--- src/rtl/dmem_rr_arbiter.sv ---
// dmem_rr_arbiter: round-robin arbiter sharing one single-port data memory
// between NCORES cores. Each granted request becomes exactly one memory
// access (IDLE -> ACCESS -> [WAIT x READ_LAT] -> RESP) and is closed by a
// one-cycle ack to the requester. All outputs come straight from flops.

module dmem_rr_arbiter #(
    parameter int WIDTH    = 16,
    parameter int NCORES   = 8,
    parameter int READ_LAT = 1,
    localparam int IDW     = (NCORES > 1) ? $clog2(NCORES) : 1
) (
    input  logic                      Clk,
    input  logic                      Rst,
    input  logic [NCORES-1:0]         req_rd,
    input  logic [NCORES-1:0]         req_wr,
    input  logic [NCORES*WIDTH-1:0]   req_addr,
    input  logic [NCORES*WIDTH-1:0]   req_wdata,
    output logic [NCORES-1:0]         ack,
    output logic [WIDTH-1:0]          rdata,
    output logic [WIDTH-1:0]          mem_addr,
    output logic [WIDTH-1:0]          mem_wdata,
    output logic                      mem_wEn,
    output logic                      mem_rEn,
    input  logic [WIDTH-1:0]          mem_rdata,
    output logic                      busy,
    output logic [IDW-1:0]            grant_id
);

    localparam int CW = (READ_LAT > 1) ? $clog2(READ_LAT) : 1;
    localparam logic [IDW:0]   NC_L     = (IDW+1)'(NCORES);
    localparam logic [IDW-1:0] LAST_ID  = IDW'(NCORES - 1);
    localparam logic [CW-1:0]  WAIT_TOP = CW'(READ_LAT - 1);

    typedef enum logic [1:0] {
        IDLE   = 2'd0,
        ACCESS = 2'd1,
        WAIT   = 2'd2,
        RESP   = 2'd3
    } state_t;

    // Registered state and outputs
    state_t              state_r;
    logic [IDW-1:0]      ptr_r;
    logic [IDW-1:0]      grant_r;
    logic                op_wr_r;
    logic [CW-1:0]       wait_cnt_r;
    logic [WIDTH-1:0]    addr_r;
    logic [WIDTH-1:0]    wdata_r;
    logic                wen_r;
    logic                ren_r;
    logic [NCORES-1:0]   ack_r;
    logic [WIDTH-1:0]    rdata_r;
    logic                busy_r;

    // Next-cycle values
    state_t              state_next_s;
    logic [IDW-1:0]      ptr_s;
    logic [IDW-1:0]      grant_s;
    logic                op_wr_s;
    logic [CW-1:0]       wait_cnt_s;
    logic [WIDTH-1:0]    addr_s;
    logic [WIDTH-1:0]    wdata_s;
    logic                wen_s;
    logic                ren_s;
    logic [NCORES-1:0]   ack_s;
    logic [WIDTH-1:0]    rdata_s;
    logic                busy_s;

    // Arbitration scan results
    logic [NCORES-1:0]   pending_s;
    logic                found_s;
    logic [IDW-1:0]      pick_s;
    logic [IDW:0]        idx_s;
    logic [WIDTH-1:0]    sel_addr_s;
    logic [WIDTH-1:0]    sel_wdata_s;
    logic                sel_wr_s;

    // One-hot decode of a core index, used to build the ack vector
    function automatic logic [NCORES-1:0] core_onehot(input logic [IDW-1:0] id);
        logic [NCORES-1:0] vec;
        vec     = '0;
        vec[id] = 1'b1;
        return vec;
    endfunction

    // Round-robin scan: first pending core starting at ptr, wrapping at NCORES
    always_comb begin
        pending_s = req_rd | req_wr;
        found_s   = 1'b0;
        pick_s    = '0;
        idx_s     = '0;
        for (int k = 0; k < NCORES; k++) begin
            idx_s = {1'b0, ptr_r} + (IDW+1)'(k);
            if (idx_s >= NC_L) begin
                idx_s = idx_s - NC_L;
            end else begin
                idx_s = idx_s;
            end
            if (!found_s && pending_s[idx_s[IDW-1:0]]) begin
                found_s = 1'b1;
                pick_s  = idx_s[IDW-1:0];
            end else begin
                found_s = found_s;
            end
        end
    end

    // Operand mux for the winning core; a simultaneous write beats a read
    always_comb begin
        sel_addr_s  = req_addr[pick_s*WIDTH +: WIDTH];
        sel_wdata_s = req_wdata[pick_s*WIDTH +: WIDTH];
        sel_wr_s    = req_wr[pick_s];
    end

    // State register with synchronous reset
    always_ff @(posedge Clk) begin
        if (Rst) begin
            state_r <= IDLE;
        end else begin
            state_r <= state_next_s;
        end
    end

    // Next-state decode
    always_comb begin
        state_next_s = state_r;
        case (state_r)
            IDLE: begin
                if (found_s) begin
                    state_next_s = ACCESS;
                end else begin
                    state_next_s = IDLE;
                end
            end
            ACCESS: begin
                if (op_wr_r) begin
                    state_next_s = RESP;
                end else begin
                    state_next_s = WAIT;
                end
            end
            WAIT: begin
                if (wait_cnt_r == '0) begin
                    state_next_s = RESP;
                end else begin
                    state_next_s = WAIT;
                end
            end
            RESP: begin
                state_next_s = IDLE;
            end
            default: begin
                state_next_s = IDLE;
            end
        endcase
    end

    // Output decode: values the output flops take on the next edge, so each
    // strobe/ack lines up with the state it belongs to
    always_comb begin
        ptr_s      = ptr_r;
        grant_s    = grant_r;
        op_wr_s    = op_wr_r;
        wait_cnt_s = wait_cnt_r;
        addr_s     = addr_r;
        wdata_s    = wdata_r;
        wen_s      = 1'b0;
        ren_s      = 1'b0;
        ack_s      = '0;
        rdata_s    = rdata_r;
        busy_s     = (state_next_s != IDLE);
        case (state_r)
            IDLE: begin
                if (found_s) begin
                    grant_s = pick_s;
                    addr_s  = sel_addr_s;
                    wdata_s = sel_wdata_s;
                    op_wr_s = sel_wr_s;
                    wen_s   = sel_wr_s;
                    ren_s   = !sel_wr_s;
                end else begin
                    grant_s = grant_r;
                end
            end
            ACCESS: begin
                wait_cnt_s = WAIT_TOP;
                if (op_wr_r) begin
                    ack_s = core_onehot(grant_r);
                end else begin
                    ack_s = '0;
                end
            end
            WAIT: begin
                if (wait_cnt_r == '0) begin
                    rdata_s = mem_rdata;
                    ack_s   = core_onehot(grant_r);
                end else begin
                    wait_cnt_s = wait_cnt_r - 1'b1;
                end
            end
            RESP: begin
                if (grant_r == LAST_ID) begin
                    ptr_s = '0;
                end else begin
                    ptr_s = grant_r + 1'b1;
                end
            end
            default: begin
                ptr_s = ptr_r;
            end
        endcase
    end

    // Output and datapath registers; reset drops any in-flight transaction
    always_ff @(posedge Clk) begin
        if (Rst) begin
            ptr_r      <= '0;
            grant_r    <= '0;
            op_wr_r    <= 1'b0;
            wait_cnt_r <= '0;
            addr_r     <= '0;
            wdata_r    <= '0;
            wen_r      <= 1'b0;
            ren_r      <= 1'b0;
            ack_r      <= '0;
            rdata_r    <= '0;
            busy_r     <= 1'b0;
        end else begin
            ptr_r      <= ptr_s;
            grant_r    <= grant_s;
            op_wr_r    <= op_wr_s;
            wait_cnt_r <= wait_cnt_s;
            addr_r     <= addr_s;
            wdata_r    <= wdata_s;
            wen_r      <= wen_s;
            ren_r      <= ren_s;
            ack_r      <= ack_s;
            rdata_r    <= rdata_s;
            busy_r     <= busy_s;
        end
    end

    assign ack       = ack_r;
    assign rdata     = rdata_r;
    assign mem_addr  = addr_r;
    assign mem_wdata = wdata_r;
    assign mem_wEn   = wen_r;
    assign mem_rEn   = ren_r;
    assign busy      = busy_r;
    assign grant_id  = grant_r;

endmodule

--- config.mk ---
export PLATFORM = sky130hd
export DESIGN_NAME = dmem_rr_arbiter
export DESIGN_NICKNAME = d
export VERILOG_FILES = /design/src/rtl/dmem_rr_arbiter.sv
export SDC_FILE = /design/constraint.sdc
export NUM_CORES = 1
export LEC_CHECK = 0
export CAP_MARGIN = 25
export CORE_AREA = 3 3 137 139
export DETAILED_ROUTE_END_ITERATION = 10
export DIE_AREA = 0 0 140 142
export PLACE_DENSITY = 0.69
export SETUP_SLACK_MARGIN = 0.4
export SLEW_MARGIN = 5
export SYNTH_ARGS = -nofsm -noshare
export SYNTH_HDL_FRONTEND = slang
export SYNTH_SLANG_ARGS = --single-unit
--- constraint.sdc ---
create_clock -name Clk -period 7.2 [get_ports Clk]
set_input_delay 1.44 -clock Clk [delete_from_list [all_inputs] [get_ports Clk]]
set_output_delay 1.44 -clock Clk [all_outputs]
set_load 0.01 [all_outputs]
Word-level counts from Yosys, hierarchy flattened --
Index checks and enable logic that the tools add are counted.
Storage, ports and cells: register bits 69
Operators by class: add/sub/neg operators 17, order comparisons 19, eq/ne operators 4, shift operators 2, muxes and demuxes 54, bitwise operators 4, reduce and logical (&&, ||, !) cells 22
Operators with widths (count):
- indexed part select 128 x 8 -> 16 bit | 2
- two-way mux 3 bit | 17
- less-than comparator 3 x 4 -> 1 bit (second input constant) | 10
- >= comparator 4 bit (second input constant) | 7
- binary-select mux 1 bit (select 3 bit) | 9
- subtractor 3 x 1 -> 3 bit (second input constant) | 8
- two-way mux 1 bit | 22
- adder 3 x 3 -> 4 bit (second input constant) | 4
- two-way mux 8 bit | 2
- one-hot mux 8 bit (2 select lines) | 1
- adder 3 x 2 -> 4 bit (second input constant) | 2
- logical AND 1 bit | 8
- zero test 1 bit | 8
- bitwise OR 8 bit | 1
- one-hot mux 2 bit (4 select lines) | 1
- adder 3 x 1 -> 4 bit (second input constant) | 1
- == test 2 bit (second input constant) | 2
- >= comparator 3 x 4 -> 1 bit (second input constant) | 1
- AND reduction 2 bit | 2
- nonzero test 2 bit | 2
- adder 3 x 1 -> 3 bit (second input constant) | 1
- demux 1 bit (select 3 bit) | 1
- == test 3 bit (second input constant) | 1
- >= comparator 3 x 1 -> 1 bit (second input constant) | 1
- 6 further kinds | 8

Logic depth before layout (Yosys ltp) --
depth after elaboration 29, mapped depth 15, mapped depth without buffers 12

Least setup slack after synthesis --
Ideal clock, no wire load.
path type input port to flip-flop, from in req_rd[2], to reg wdata_r[12], in the netlist mem_wdata[12], library setup time 0.086 ns, arrival 3.757 ns, required time 7.114 ns, setup slack 3.357 ns, stages 10, buffers on the path 2, path through or2_2 > mux4_2 > nand2_1 > nand4_2 > nor3_2 > a21o_1 > buf_4 > buf_4 > mux2_2 > a221oi_2
On the way: word-level cells in the longest chain between the ends 26, elaborated cells between the ends (all ways) 49, those cells by class 1 x shift; 32 x mux; 1 x bitwise; 15 x reduce/logical
RTL lines:
- start: declaration | RTL line 14 | input logic [NCORES-1:0] req_rd,
- bitwise OR 8 bit * | RTL line 88 | pending_s = req_rd | req_wr;
- binary-select mux 1 bit (select 3 bit) | RTL line 99 | if (!found_s && pending_s[idx_s[IDW-1:0]]) begin
- two-way mux 1 bit (implied by the code) | RTL line 99
- two-way mux 1 bit | RTL line 99
- zero test 1 bit | RTL line 99
- logical AND 1 bit | RTL line 99
- two-way mux 1 bit | RTL line 99
- zero test 1 bit | RTL line 99
- (+10 left out)
- two-way mux 1 bit | RTL line 99
- zero test 1 bit | RTL line 99
- logical AND 1 bit | RTL line 99
- two-way mux 1 bit | RTL line 99
- zero test 1 bit | RTL line 99
- logical AND 1 bit | RTL line 99
- two-way mux 3 bit / two-way mux 1 bit (equally long branches) | RTL line 99
- indexed part select 128 x 8 -> 16 bit / AND reduction 2 bit (equally long branches)
- end signal: assignment | RTL line 234 | wdata_r <= wdata_s;
- end: declaration | RTL line 48 | logic [WIDTH-1:0] wdata_r;
Mark *: on every way between the ends. The rest lies on a longest branch, timed or not. The select of a mux whose other input is x is not followed. A chain may end at the register's enable or synchronous reset.

Worst setup path after layout --
from in req_wr[7], to reg addr_r[8], in the netlist mem_addr[8]
On the way: word-level cells in the longest chain between the ends 26, elaborated cells between the ends (all ways) 49, those cells by class 1 x shift; 32 x mux; 1 x bitwise; 15 x reduce/logical
RTL lines:
- start: declaration | RTL line 15 | input logic [NCORES-1:0] req_wr,
- bitwise OR 8 bit * | RTL line 88
- binary-select mux 1 bit (select 3 bit) | RTL line 99
- two-way mux 1 bit (implied by the code) | RTL line 99
- two-way mux 1 bit | RTL line 99
- zero test 1 bit | RTL line 99
- logical AND 1 bit | RTL line 99
- two-way mux 1 bit | RTL line 99
- zero test 1 bit | RTL line 99
- (+10 left out)
- two-way mux 1 bit | RTL line 99
- zero test 1 bit | RTL line 99
- logical AND 1 bit | RTL line 99
- two-way mux 1 bit | RTL line 99
- zero test 1 bit | RTL line 99
- logical AND 1 bit | RTL line 99
- two-way mux 3 bit / two-way mux 1 bit (equally long branches) | RTL line 99
- indexed part select 128 x 8 -> 16 bit / AND reduction 2 bit (equally long branches)
- end signal: assignment | RTL line 233 | addr_r <= addr_s;
- end: declaration | RTL line 47 | logic [WIDTH-1:0] addr_r;
Marked as above.

==> results.toml <==
[power]
power.leakage_nw = 3.301
max-vdd-ir-drop_mv = 0.1255
finalPower_w = 0.002175
p_per_area_nw_per_um2 = 223.7

[routing]
dr.pass1.iters = 5
wire_per_inst_um = 20.58
top_layer = "met5"
drtAntennaViolNets = 0
drt_iter0_markers = 419
via_count = 6277
wirelength_um = 24570
m1WireLength_um = 9927
viasPerCell = 5.257
drc = 0
wl_met3_um = 2289
met2_wirelength_um = 11980

[sta]
finalWorstSetupSlack_ns = 2.001
slew_violations = 0
final-hold-violation-count = 0
grt_setup_unrepaired = "false"
max_slew_margin = 0.3351
setup_tns_ns = 0
worst_pin_slew_ns = 0.9936
fmax_mhz = 192.4
whs_ns = 0.4894
setup_viol = 0
period_share = 0.7220
min_period_ns = 5.199
finalClockSkew_ns = 0.007153

[cells_and_area]
layout-drive-gt1-share = 0.07173
nNetsFinal = 1256
area_delta_synth_final_pct = 66.37

[global_routing]
grt.total_usage = 0.2316
grt_pass1_wl_um = 35680
grt_pass1_vias = 5987
antenna_found_initial = 5
grt_max_degree = 61
overflow = 0

[synthesis]
syn_nets = 934
synth_edf_count = 0
seq_area_frac_synth = 0.2329
yosys_warnings = 0
ys_ff_latch = 68
synth_cell_types = 70
synth.avg_cell_area_um2 = 9.204
synth-main-ff-cell = "dfxtp_1"
netlist_area_um2 = 5844
synthArstFlopShare = 0
syn_inst = 635

[floorplan]
die_area_um2 = 19880
die_h_um = 142
initial_core_util = 0.3287
core_um2 = 17780
io_pins = 352
rows = 49
fp.dieW_um = 140

[clock_network]
cts_root_buf = "clkbuf_16"
h-tree-depth = 3
cts_resized = 0
cts-buffers-inserted = 9
cts_tree = "yes"
clock-sinks = 68
clk_transition_reported_paths_ns = 0.06
cts_setup_buffers = 0
hold_buffers = 0
clk-insertion-delay-late_ns = 0.34
cts_max_path_buffers = 2

[job]
drv_cap = 0

[setup_path]
worst_ep_required_time_ns = 7.46
setup.worst_path.start_class = "primary input"
crit_fanout = 47
critPathCaptureType = "flip-flop"
critPathKind = "in2reg"
cp_data_arrival_time_ns = 5.46

[worst_hold_path]
hp-class = "reg2reg"

[outcome]
outcome = "completed"

[place]
place_hpwl_um = 19630
place_ws_ns = 1.784
globalplace.congestion = 0.9321
portBuffers = 351
==> area by class of cell <==
class / instances / area [um^2]
tap: 229 / 286.5
sequential: 68 / 1361
multi-input combinational: 510 / 4140
clock buffer: 10 / 229.0
clock inverter: 6 / 63.81
inverter: 9 / 33.78
timing repair buffer: 359 / 3601
fill: 1665 / 8056
antenna: 3 / 7.507
==> synthesized netlist by cell type, drive strengths merged, types with 4 or more instances <==
master | count | area (um^2)
ha | 9 | 112.6
nor2 | 82 | 310.3
o21ai | 12 | 71.32
mux4 | 13 | 292.8
mux2i | 209 | 2105
nor3 | 46 | 245.2
or2 | 6 | 37.54
inv | 8 | 30.03
mux2 | 4 | 45.04
o22ai | 33 | 206.5
dfxtp | 68 | 1361
buf | 34 | 276.5
nand3 | 6 | 35.03
clkbuf | 14 | 52.55
o211ai | 5 | 42.54
nand2 | 16 | 67.56
nand4 | 4 | 31.28
a21oi | 13 | 72.57
nand2b | 4 | 25.02
==> worst paths after layout <==
| kind | from | endpoint | slack [ns] | depth (start not counted) |
|---|---|---|---|---|
| max reg2reg | ptr_r[1] | mem_wEn | 2.07 | 13 |
| max | req_wr[7] | mem_addr[8] | 2.00 | 11 |
| min | mem_wdata[11] | mem_wdata[11] | 0.49 | 2 |
| min reg2reg | mem_wdata[11] | mem_wdata[11] | 0.49 | 2 |
==> worst max-delay path, stage by stage <==
cell,delay (ns)
clkdlybuf4s50_1,0.46
nor2_1,0.43
a21oi_1,0.20
mux4_2,0.54
o21ai_0,0.35
nand3_2,0.23
nand2_4,0.65
buf_4,0.50
mux2i_1,0.26
o22ai_1,0.11
nor3_1,0.20
==> sequential cells by signal, indices dropped and copies added, names as in the netlist <==
signal,cells
mem_wEn,1
mem_addr,16
op_wr_r,1
busy,1
mem_rEn,1
state_r,2
ptr_r,3
ack,8
grant_id,3
mem_wdata,16
rdata,16
==> cells by family after synthesis <==
group                    after synthesis  synth area share
XOR/XNOR                               4          0.007281
AO/OA/AOI/OAI                         94            0.1152
buffers and inverters                 57           0.06208
flip-flops                            68            0.2329
adder cells (fa/ha/maj)                9           0.01927
multiplexers                         226            0.4179
AND/OR/NAND/NOR                      177            0.1454
==> cell usage in the layout (no fill, tap or decap), types with 9 or more instances in the layout <==
cell type,n
a21oi_1,11
clkbuf_16,9
clkdlybuf4s50_1,350
dfxtp_1,68
ha_1,9
mux2i_1,208
mux4_2,13
nand2_1,15
nor2_1,81
nor3_1,43
o21ai_0,9
o22ai_1,33
==> metrics by stage <==
step	util	cell area [um^2]	cells
after floorplan	-	5844	635
after global placement	0.5291	9408	1174
after detailed placement	0.5291	9408	1174
after CTS	0.5456	9701	1190
after global routing	0.5466	9718	1192
final	0.5469	9723	1194
==> routing by layer <==
layer | up-vias | global-route usage
met4 | 6 | 0.04233
li1 | 3016 | -
met2 | 324 | 0.3950
met1 | 2903 | 0.2923
met3 | 28 | 0.07325
met5 | - | 0
==> power breakdown <==
group / switching [W] / internal [W]
registers: 0.0000629 / 0.000476
logic: 0.000591 / 0.000604
clock network: 0.000173 / 0.000268
Note: power is estimated with default switching activity, not from simulation.
